**config.mk**
```make
export PLATFORM = sky130hd
export DESIGN_NAME = pixel_serial_source
export DESIGN_NICKNAME = d
export VERILOG_FILES = /design/src/rtl/img_pkg.sv /design/src/rtl/pixel_ram.sv /design/src/rtl/pixel_serial_source.sv
export SDC_FILE = /design/constraint.sdc
export NUM_CORES = 2
export LEC_CHECK = 0
export BUFFER_PORTS_ARGS = -buffer_cell sky130_fd_sc_hd__buf_2
export CORE_UTILIZATION = 45
export DETAILED_ROUTE_END_ITERATION = 6
export SLEW_MARGIN = 5
export SYNTH_ARGS = -nofsm -noshare
export SYNTH_HDL_FRONTEND = slang
export SYNTH_SLANG_ARGS = --single-unit
export TNS_END_PERCENT = 20
```
**constraint.sdc**
```tcl
create_clock -name clk -period 4.6 [get_ports clk]
set_input_delay 0.69 -clock clk [delete_from_list [all_inputs] [get_ports clk]]
set_output_delay 0.69 -clock clk [all_outputs]
set_load 0.02 [all_outputs]
```
**src/rtl/img_pkg.sv**
```systemverilog
`default_nettype none
// ============================================================================
// Module      : img_pkg
// Description : Shared types and constants for the serial pixel source.
// Revision    : 1.0 - initial release
// ============================================================================
package img_pkg;

  localparam int PIXEL_W_DEFAULT = 8;
  localparam int ADDR_W_DEFAULT  = 8;

  localparam logic [1:0] SZ_4  = 2'b00;
  localparam logic [1:0] SZ_8  = 2'b01;
  localparam logic [1:0] SZ_16 = 2'b10;

  typedef enum logic [1:0] {
    IDLE  = 2'd0,
    FETCH = 2'd1,
    SHIFT = 2'd2
  } state_t;

  // Number of valid pixels for an image size; the reserved code maps to 16x16.
  function automatic int unsigned pixel_count(input logic [1:0] size);
    case (size)
      SZ_4:    pixel_count = 16;
      SZ_8:    pixel_count = 64;
      default: pixel_count = 256;
    endcase
  endfunction

endpackage
`default_nettype wire

```
**src/rtl/pixel_ram.sv**
```systemverilog
`default_nettype none
// ============================================================================
// Module      : pixel_ram
// Description : Image store, one write port, one read-first synchronous read.
// Revision    : 1.0 - initial release
// ============================================================================
module pixel_ram
  import img_pkg::*;
#(
  parameter int PIXEL_W = PIXEL_W_DEFAULT,
  parameter int ADDR_W  = ADDR_W_DEFAULT
) (
  input  logic               clk,
  input  logic               wr_en,
  input  logic [ADDR_W-1:0]  wr_addr,
  input  logic [PIXEL_W-1:0] wr_data,
  input  logic               rd_en,
  input  logic [ADDR_W-1:0]  rd_addr,
  output logic [PIXEL_W-1:0] rd_data
);

  localparam int DEPTH = 2 ** ADDR_W;

  logic [PIXEL_W-1:0] r_mem [DEPTH];

  // Read and write share the edge, so a colliding read returns the old word.
  always_ff @(posedge clk) begin
    if (wr_en) begin
      r_mem[wr_addr] <= wr_data;
    end
    if (rd_en) begin
      rd_data <= r_mem[rd_addr];
    end
  end

endmodule
`default_nettype wire

```
**src/rtl/pixel_serial_source.sv**
```systemverilog
`default_nettype none
// ============================================================================
// Module      : pixel_serial_source
// Description : Serves one requested pixel MSB-first on pixel_in per request.
// Revision    : 1.0 - initial release
// ============================================================================
module pixel_serial_source
  import img_pkg::*;
#(
  parameter int PIXEL_W = PIXEL_W_DEFAULT,
  parameter int ADDR_W  = ADDR_W_DEFAULT
) (
  input  logic               clk,
  input  logic               rst,
  input  logic [1:0]         size,
  input  logic               wr_en,
  input  logic [ADDR_W-1:0]  wr_addr,
  input  logic [PIXEL_W-1:0] wr_data,
  input  logic               rd_req,
  input  logic [ADDR_W-1:0]  Pixel_address,
  output logic               validData,
  output logic               pixel_in,
  output logic               busy,
  output logic               addr_err
);

  localparam int               CNT_W      = (PIXEL_W > 1) ? $clog2(PIXEL_W) : 1;
  localparam logic [CNT_W-1:0] c_last_bit = CNT_W'(PIXEL_W - 1);

  state_t             r_state;
  state_t             w_state_next;
  logic [ADDR_W-1:0]  r_addr;
  logic [PIXEL_W-1:0] r_shreg;
  logic [PIXEL_W-1:0] w_rd_data;
  logic [CNT_W-1:0]   r_cnt;
  logic               w_accept;
  logic               w_out_of_range;

  assign w_accept       = (r_state == IDLE) && rd_req;
  assign w_out_of_range = 32'(r_addr) >= pixel_count(size);

  // The RAM read is launched on the accepting edge so its word is ready in FETCH.
  pixel_ram #(
    .PIXEL_W (PIXEL_W),
    .ADDR_W  (ADDR_W)
  ) u_ram (
    .clk     (clk),
    .wr_en   (wr_en),
    .wr_addr (wr_addr),
    .wr_data (wr_data),
    .rd_en   (w_accept),
    .rd_addr (Pixel_address),
    .rd_data (w_rd_data)
  );

  always_ff @(posedge clk or posedge rst) begin
    if (rst) begin
      r_state <= IDLE;
    end else begin
      r_state <= w_state_next;
    end
  end

  always_comb begin
    w_state_next = r_state;
    validData    = 1'b0;
    busy         = 1'b0;
    addr_err     = 1'b0;
    pixel_in     = 1'b0;
    case (r_state)
      IDLE: begin
        if (rd_req) begin
          w_state_next = FETCH;
        end
      end
      FETCH: begin
        busy         = 1'b1;
        addr_err     = w_out_of_range;
        w_state_next = SHIFT;
      end
      SHIFT: begin
        busy      = 1'b1;
        validData = 1'b1;
        pixel_in  = r_shreg[PIXEL_W-1];
        if (r_cnt == c_last_bit) begin
          w_state_next = IDLE;
        end
      end
      default: begin
        w_state_next = IDLE;
      end
    endcase
  end

  always_ff @(posedge clk or posedge rst) begin
    if (rst) begin
      r_addr  <= '0;
      r_shreg <= '0;
      r_cnt   <= '0;
    end else begin
      case (r_state)
        IDLE: begin
          if (rd_req) begin
            r_addr <= Pixel_address;
          end
        end
        FETCH: begin
          r_shreg <= w_out_of_range ? '0 : w_rd_data;
          r_cnt   <= '0;
        end
        SHIFT: begin
          r_shreg <= r_shreg << 1;
          r_cnt   <= r_cnt + CNT_W'(1);
        end
        default: begin
        end
      endcase
    end
  end

endmodule
`default_nettype wire

```
# After elaboration in Yosys (flattened, before gate mapping)
# Memory sizes are Yosys's and may differ from the RTL's. A register that Yosys moved wholly into a read port is not among the register bits.
# Cells that the tools add are included.
[totals] ram_bits=2048 inputBits=30 reg_bits=21 word_cells=33 mem_count=1
[op_classes] addsub=1 reduce_logical=7 magnitude_cmp=1 eq_ne=6 mux=13
[mem_list] name="u_ram.r_mem" words=256 width=8 rd=1 rd_ports_with_merged_regs=1 wr=1 line_no="pixel_ram.sv:24" rtl="logic [PIXEL_W-1:0] r_mem [DEPTH];"
[op_table] cell="$ge A8 B32 Y1" count=1
[op_table] cell="$pmux W9 S2" count=1
[op_table] cell="$pmux W8 S2" count=1
[op_table] cell="$mux W8" count=1
[op_table] cell="$mux W1" count=6
[op_table] cell="$pmux W2 S3" count=1
[op_table] cell="$pmux W3 S2" count=1
[op_table] cell="$eq A2 B1 Y1 const B" count=2
[op_table] cell="$logic_not A2 Y1" count=2
[op_table] cell="$mux W2" count=2
[op_table] cell="$ne A2 B2 Y1 const B" count=2
[op_table] cell="$reduce_and A2 Y1" count=2
[op_table] cell="$add A3 B1 Y3 const B" count=1
[op_table] cell="$eq A3 B3 Y1 const B" count=1
[op_table] cell="$eq A2 B2 Y1 const B" count=1
[op_table] cell="$reduce_bool A2 Y1" count=1
[op_table] cell="$reduce_or A2 Y1" count=1
[op_table] cell="$logic_and A1 B1 Y1" count=1

# Longest topological paths before layout
[logic_depth] ltp_word=5 ltp_mapped=12

# Modules after synthesis
# Synthesis repeated with hierarchy kept, for this count alone.
[hier_totals] hier_cells=3837 hier_area_um2=80731.2
[by_module_without_submodules] module="pixel_ram" cells_each=3733 instances=1 area_per_inst_um2=79636.4 seq_area_each_um2=61739.2
[by_module_without_submodules] module="pixel_serial_source" cells_each=104 instances=1 area_per_inst_um2=1094.8 seq_area_each_um2=525.5

# Worst setup path before layout
# OpenSTA, ideal clock, no wires.
[synth_path] path_kind="input -> output" startpoint="input size[1]" endpoint="output addr_err" required_ns=3.910 setup_slack_ns=1.590 path_stages=8 arrival_ns=2.320 cell_sequence="clkbuf_1 -> nor2_1 -> ha_1 -> nand2_1 -> nand3b_1 -> a211oi_1 -> nor2_1 -> and2_1"
[synth_between] elab_chain_len=4 word_cells_on_any_way=5 classes_between="order compare (1); eq/ne (1); mux (2); reduce/logical (1)"
[synth_lines] element="from (decl)" line_no="pixel_serial_source.sv:15" rtl="input logic [1:0] size,"
[synth_lines] element="$eq A2 B1 Y1 or $logic_not A2 Y1 (tied branches)" line_no="img_pkg.sv:24" rtl="case (size)"
[synth_lines] element="$pmux W9 S2 (*)" line_no="img_pkg.sv:24"
[synth_lines] element="$ge A8 B32 Y1 (*)" line_no="pixel_serial_source.sv:40" rtl="assign w_out_of_range = 32'(r_addr) >= pixel_count(size);"
[synth_lines] element="$mux W1 (*)" line_no="pixel_serial_source.sv:70" rtl="case (r_state)"
[synth_lines] element="to (decl)" line_no="pixel_serial_source.sv:24" rtl="output logic addr_err"
# Mark *: on every way between the ends. The rest lies on a longest branch, timed or not.

==> impl_metrics.json <==
{
  "synthFlopType": "edfxtp_1",
  "cell_internal_pwr_mw": 30.7,
  "hold_buffers": 0,
  "path_class": "in2reg",
  "yosysWarnings": 0,
  "wl_microns": 199000,
  "synth_enable_flop_cells": 2056,
  "avgSynthCellArea_sq_um": 20.5,
  "drcViolationCount": 0,
  "setup_ws_ns": 1.12,
  "cts_tree": "done",
  "numCtsBuffers": 202,
  "timing.fmax_mhz": 288,
  "cts_resized": 0,
  "vias_per_cell": 5.99,
  "finalCritPeriodShare_pct": 75.6,
  "ys_seq_elements": 2077,
  "finClkSkew_ns": 0.0443,
  "top_layer_used": "met4",
  "sw_frac_of_total_pct": 22.0,
  "routedWlPerCell_microns": 29.9,
  "rsz0062_at_grt": "false",
  "critPathArrivalTime_ns": 4.04,
  "setup_viol": 0,
  "slew_headroom_pct": 13.3,
  "drive_above_1_share_pct": 22.0,
  "power.leakage_nw": 28.4,
  "fp-row-count": 155,
  "cts_setup_buffers": 0,
  "wl_met1_microns": 84400,
  "dp_hpwl_microns": 125000,
  "syn_area_sq_mm": 0.0807,
  "syn_nets": 3975,
  "cts_buffer_depth": 3,
  "layoutNonFillerInstCount": 6657,
  "cap_violations": 0,
  "power.total_mw": 39.4,
  "clk_pin_slew_ns": 0.06,
  "antenna_left": 0,
  "p_comb_share_pct": 5.8,
  "slew_violations": 0,
  "crit_path_end_kind": "flip-flop",
  "pre_cts_slack_ns": 0.160,
  "hold_class": "in2async",
  "grt_start_max_net_pins": 168,
  "nNetsFinal": 4169,
  "post-place-cells": 6281,
  "worstPathRequired_ns": 5.16,
  "dr.pass1.iters": 5,
  "cts_sinks": 2077,
  "io_pins": 34,
  "met2_length_microns": 97300,
  "grt_pass1_vias": 40000,
  "dieArea_sq_mm": 0.181,
  "outcome": "finished, final reports clean",
  "wl_met3_microns": 12300,
  "layout_min_cycle_time_ns": 3.48,
  "tightest_slew_ns": 1.30,
  "netSwitchingPower_mw": 8.67,
  "power_density_mw_per_mm2": 434,
  "antenna_found_initial": 15,
  "track_usage_pct": 22.1,
  "clockRootBuffer": "clkbuf_16",
  "numPortBuffers": 33,
  "worstSetupStartpointType": "primary input",
  "synth.distinct_cells": 57,
  "power_frac_seq_pct": 53.4,
  "coreArea_sq_mm": 0.178,
  "final_hold_viol_count": 0,
  "synthCells": 3936,
  "clock_latency_ns": 0.86,
  "dieHeight_microns": 426,
  "die_width_microns": 426,
  "gp_congestion": 0.855,
  "seq_area_frac_synth_pct": 77.1,
  "fillers": 14000,
  "peakVddDrop_v": 0.000444,
  "htreeDepth": 4,
  "drtIter0Drc": 4346,
  "areaGrowthSynthToFinish_pct": 12.5,
  "tns_ns": 0,
  "start_util_pct": 45.3,
  "grt_pass1_wl_microns": 287000,
  "dr_total_vias": 39800,
  "path_max_fanout": 28,
  "overflow": 0,
  "pwr-share-clk_pct": 40.8,
  "async_flop_share_pct": 1.01
}
-- synthesized netlist by cell type, drive strengths merged, types with 10 or more instances --
| cell type | instances | area, sq um |
|---|---|---|
| nand4 | 10 | 62.6 |
| clkbuf | 105 | 395 |
| o21ai | 37 | 185 |
| o211ai | 11 | 82.6 |
| dfrtp | 21 | 526 |
| a21oi | 81 | 405 |
| inv | 13 | 48.8 |
| nand2 | 61 | 229 |
| nor2 | 290 | 1090 |
| a22oi | 192 | 1440 |
| nor3 | 19 | 115 |
| a21boi | 21 | 158 |
| buf | 141 | 1060 |
| mux2i | 200 | 2000 |
| o22ai | 40 | 250 |
| nor4 | 35 | 244 |
| nand3 | 37 | 185 |
| nor2b | 17 | 114 |
| o221ai | 32 | 280 |
| mux4 | 407 | 9170 |
| a22o | 23 | 201 |
| a31oi | 11 | 68.8 |
| edfxtp | 2056 | 61700 |
-- flip-flops by register name, indices dropped and copies added (netlist names) --
register,cells
r_cnt,3
r_shreg,8
u_ram.r_mem,2048
u_ram.rd_data,8
r_state,2
r_addr,8
-- power by group through the flow --
stage	Combinational [mW]	Sequential (mW)	Clock, mW
2_1_floorplan	1.29	21.4	0
3_3_place_gp	2.28	21.4	0
3_5_place_dp	2.31	21.4	0
4_1_cts	2.31	21.0	16.3
5_1_grt	2.44	21.0	17.0
6_report	2.29	21.0	16.1
-- worst max-delay path: stages --
cell,delay (ns)
buf_8,0.37
buf_4,0.42
buf_4,0.37
mux4_2,0.55
a211oi_1,0.44
a21oi_1,0.22
nor4_2,0.79
nor4_1,0.15
-- kinds of logic (layout without fill, tap and decap cells) --
logic type / Yosys count / count (layout) / synth area share, %
AOI/OAI and AO/OA: 475 / 475 / 4.10
adders and majority gates: 9 / 9 / 0.139
buffers and inverters: 260 / 620 / 1.86
DFF: 2077 / 2077 / 77.1
muxes: 616 / 616 / 14.0
other: 0 / 6 / 0
and+or+nand+nor: 499 / 499 / 2.81
-- routing by layer --
layer	vias up	GRT usage (%)
met5	-	0
met4	0	6.19
met3	283	3.37
met2	1471	35.6
met1	21300	31.3
li1	16800	-
-- final cells by class --
cell class / instances / area, sq um / share of cell area (%)
Sequential cell: 2077 / 62300 / 68.6
Multi-Input combinational cell: 1599 / 17000 / 18.8
Clock buffer: 250 / 5240 / 5.77
Tap cell: 2355 / 2950 / 3.24
Timing Repair Buffer: 236 / 2110 / 2.33
Clock inverter: 120 / 1140 / 1.25
Inverter: 14 / 52.6 / 0.0579
Antenna cell: 6 / 15.0 / 0.0165
-- worst paths after layout --
| kind | start | to | slack, ns | depth (start not counted) |
|---|---|---|---|---|
| max in group asynchronous | rst | r_addr[6]$_DFFE_PP0P_ | 3.96 | 2 |
| hold reg to reg | r_addr[3]$_DFFE_PP0P_ | r_addr[3]$_DFFE_PP0P_ | 0.48 | 2 |
| hold / removal | rst | r_state[0]$_DFFE_PP0P_ | 0.05 | 2 |
| setup reg to reg | u_ram.r_mem[11][3]$_DFFE_PP_ | u_ram.rd_data[3]$_DFFE_PP_ | 1.51 | 6 |
| setup / recovery | Pixel_address[0] | u_ram.rd_data[7]$_DFFE_PP_ | 1.12 | 8 |
| min in group clk | wr_data[5] | u_ram.r_mem[18][5]$_DFFE_PP_ | 0.28 | 1 |
-- placed cells by master, fill, tap and decap left out, types with 12 or more instances in the layout --
master     synthesis  routed
o221ai_1          32      32
clkbuf_16          0     202
edfxtp_1        2056    2056
nor2b_1           16      12
o21ai_0           28      28
a22oi_1          192     192
buf_2             74      23
bufinv_16          0      15
mux4_2           407     407
mux2i_1          200     200
nor4_1            31      26
nor3_1            15      15
buf_12             6      26
nor2_1           290     288
nand3_1           37      37
clkinv_1           1      58
a21boi_0          19      19
buf_4             20     177
o22ai_1           40      40
a21oi_1           81      81
nand2_1           61      61
dfrtp_1           21      21
clkinv_2           0      27
inv_1             13      13
clkbuf_1         104      48
a22o_1            23      23
-- metrics by stage --
stage               util (%)  instance area [sq um]  hold WS [ns]
global placement        47.4                  84400         0.466
floorplan                  -                  80700         0.450
CTS                     50.9                  90800        0.0160
finish                  50.9                  90800        0.0454
detailed placement      47.4                  84400         0.476
global route            50.9                  90800        0.0686
No activity file was read; power rests on OpenSTA's default activity.
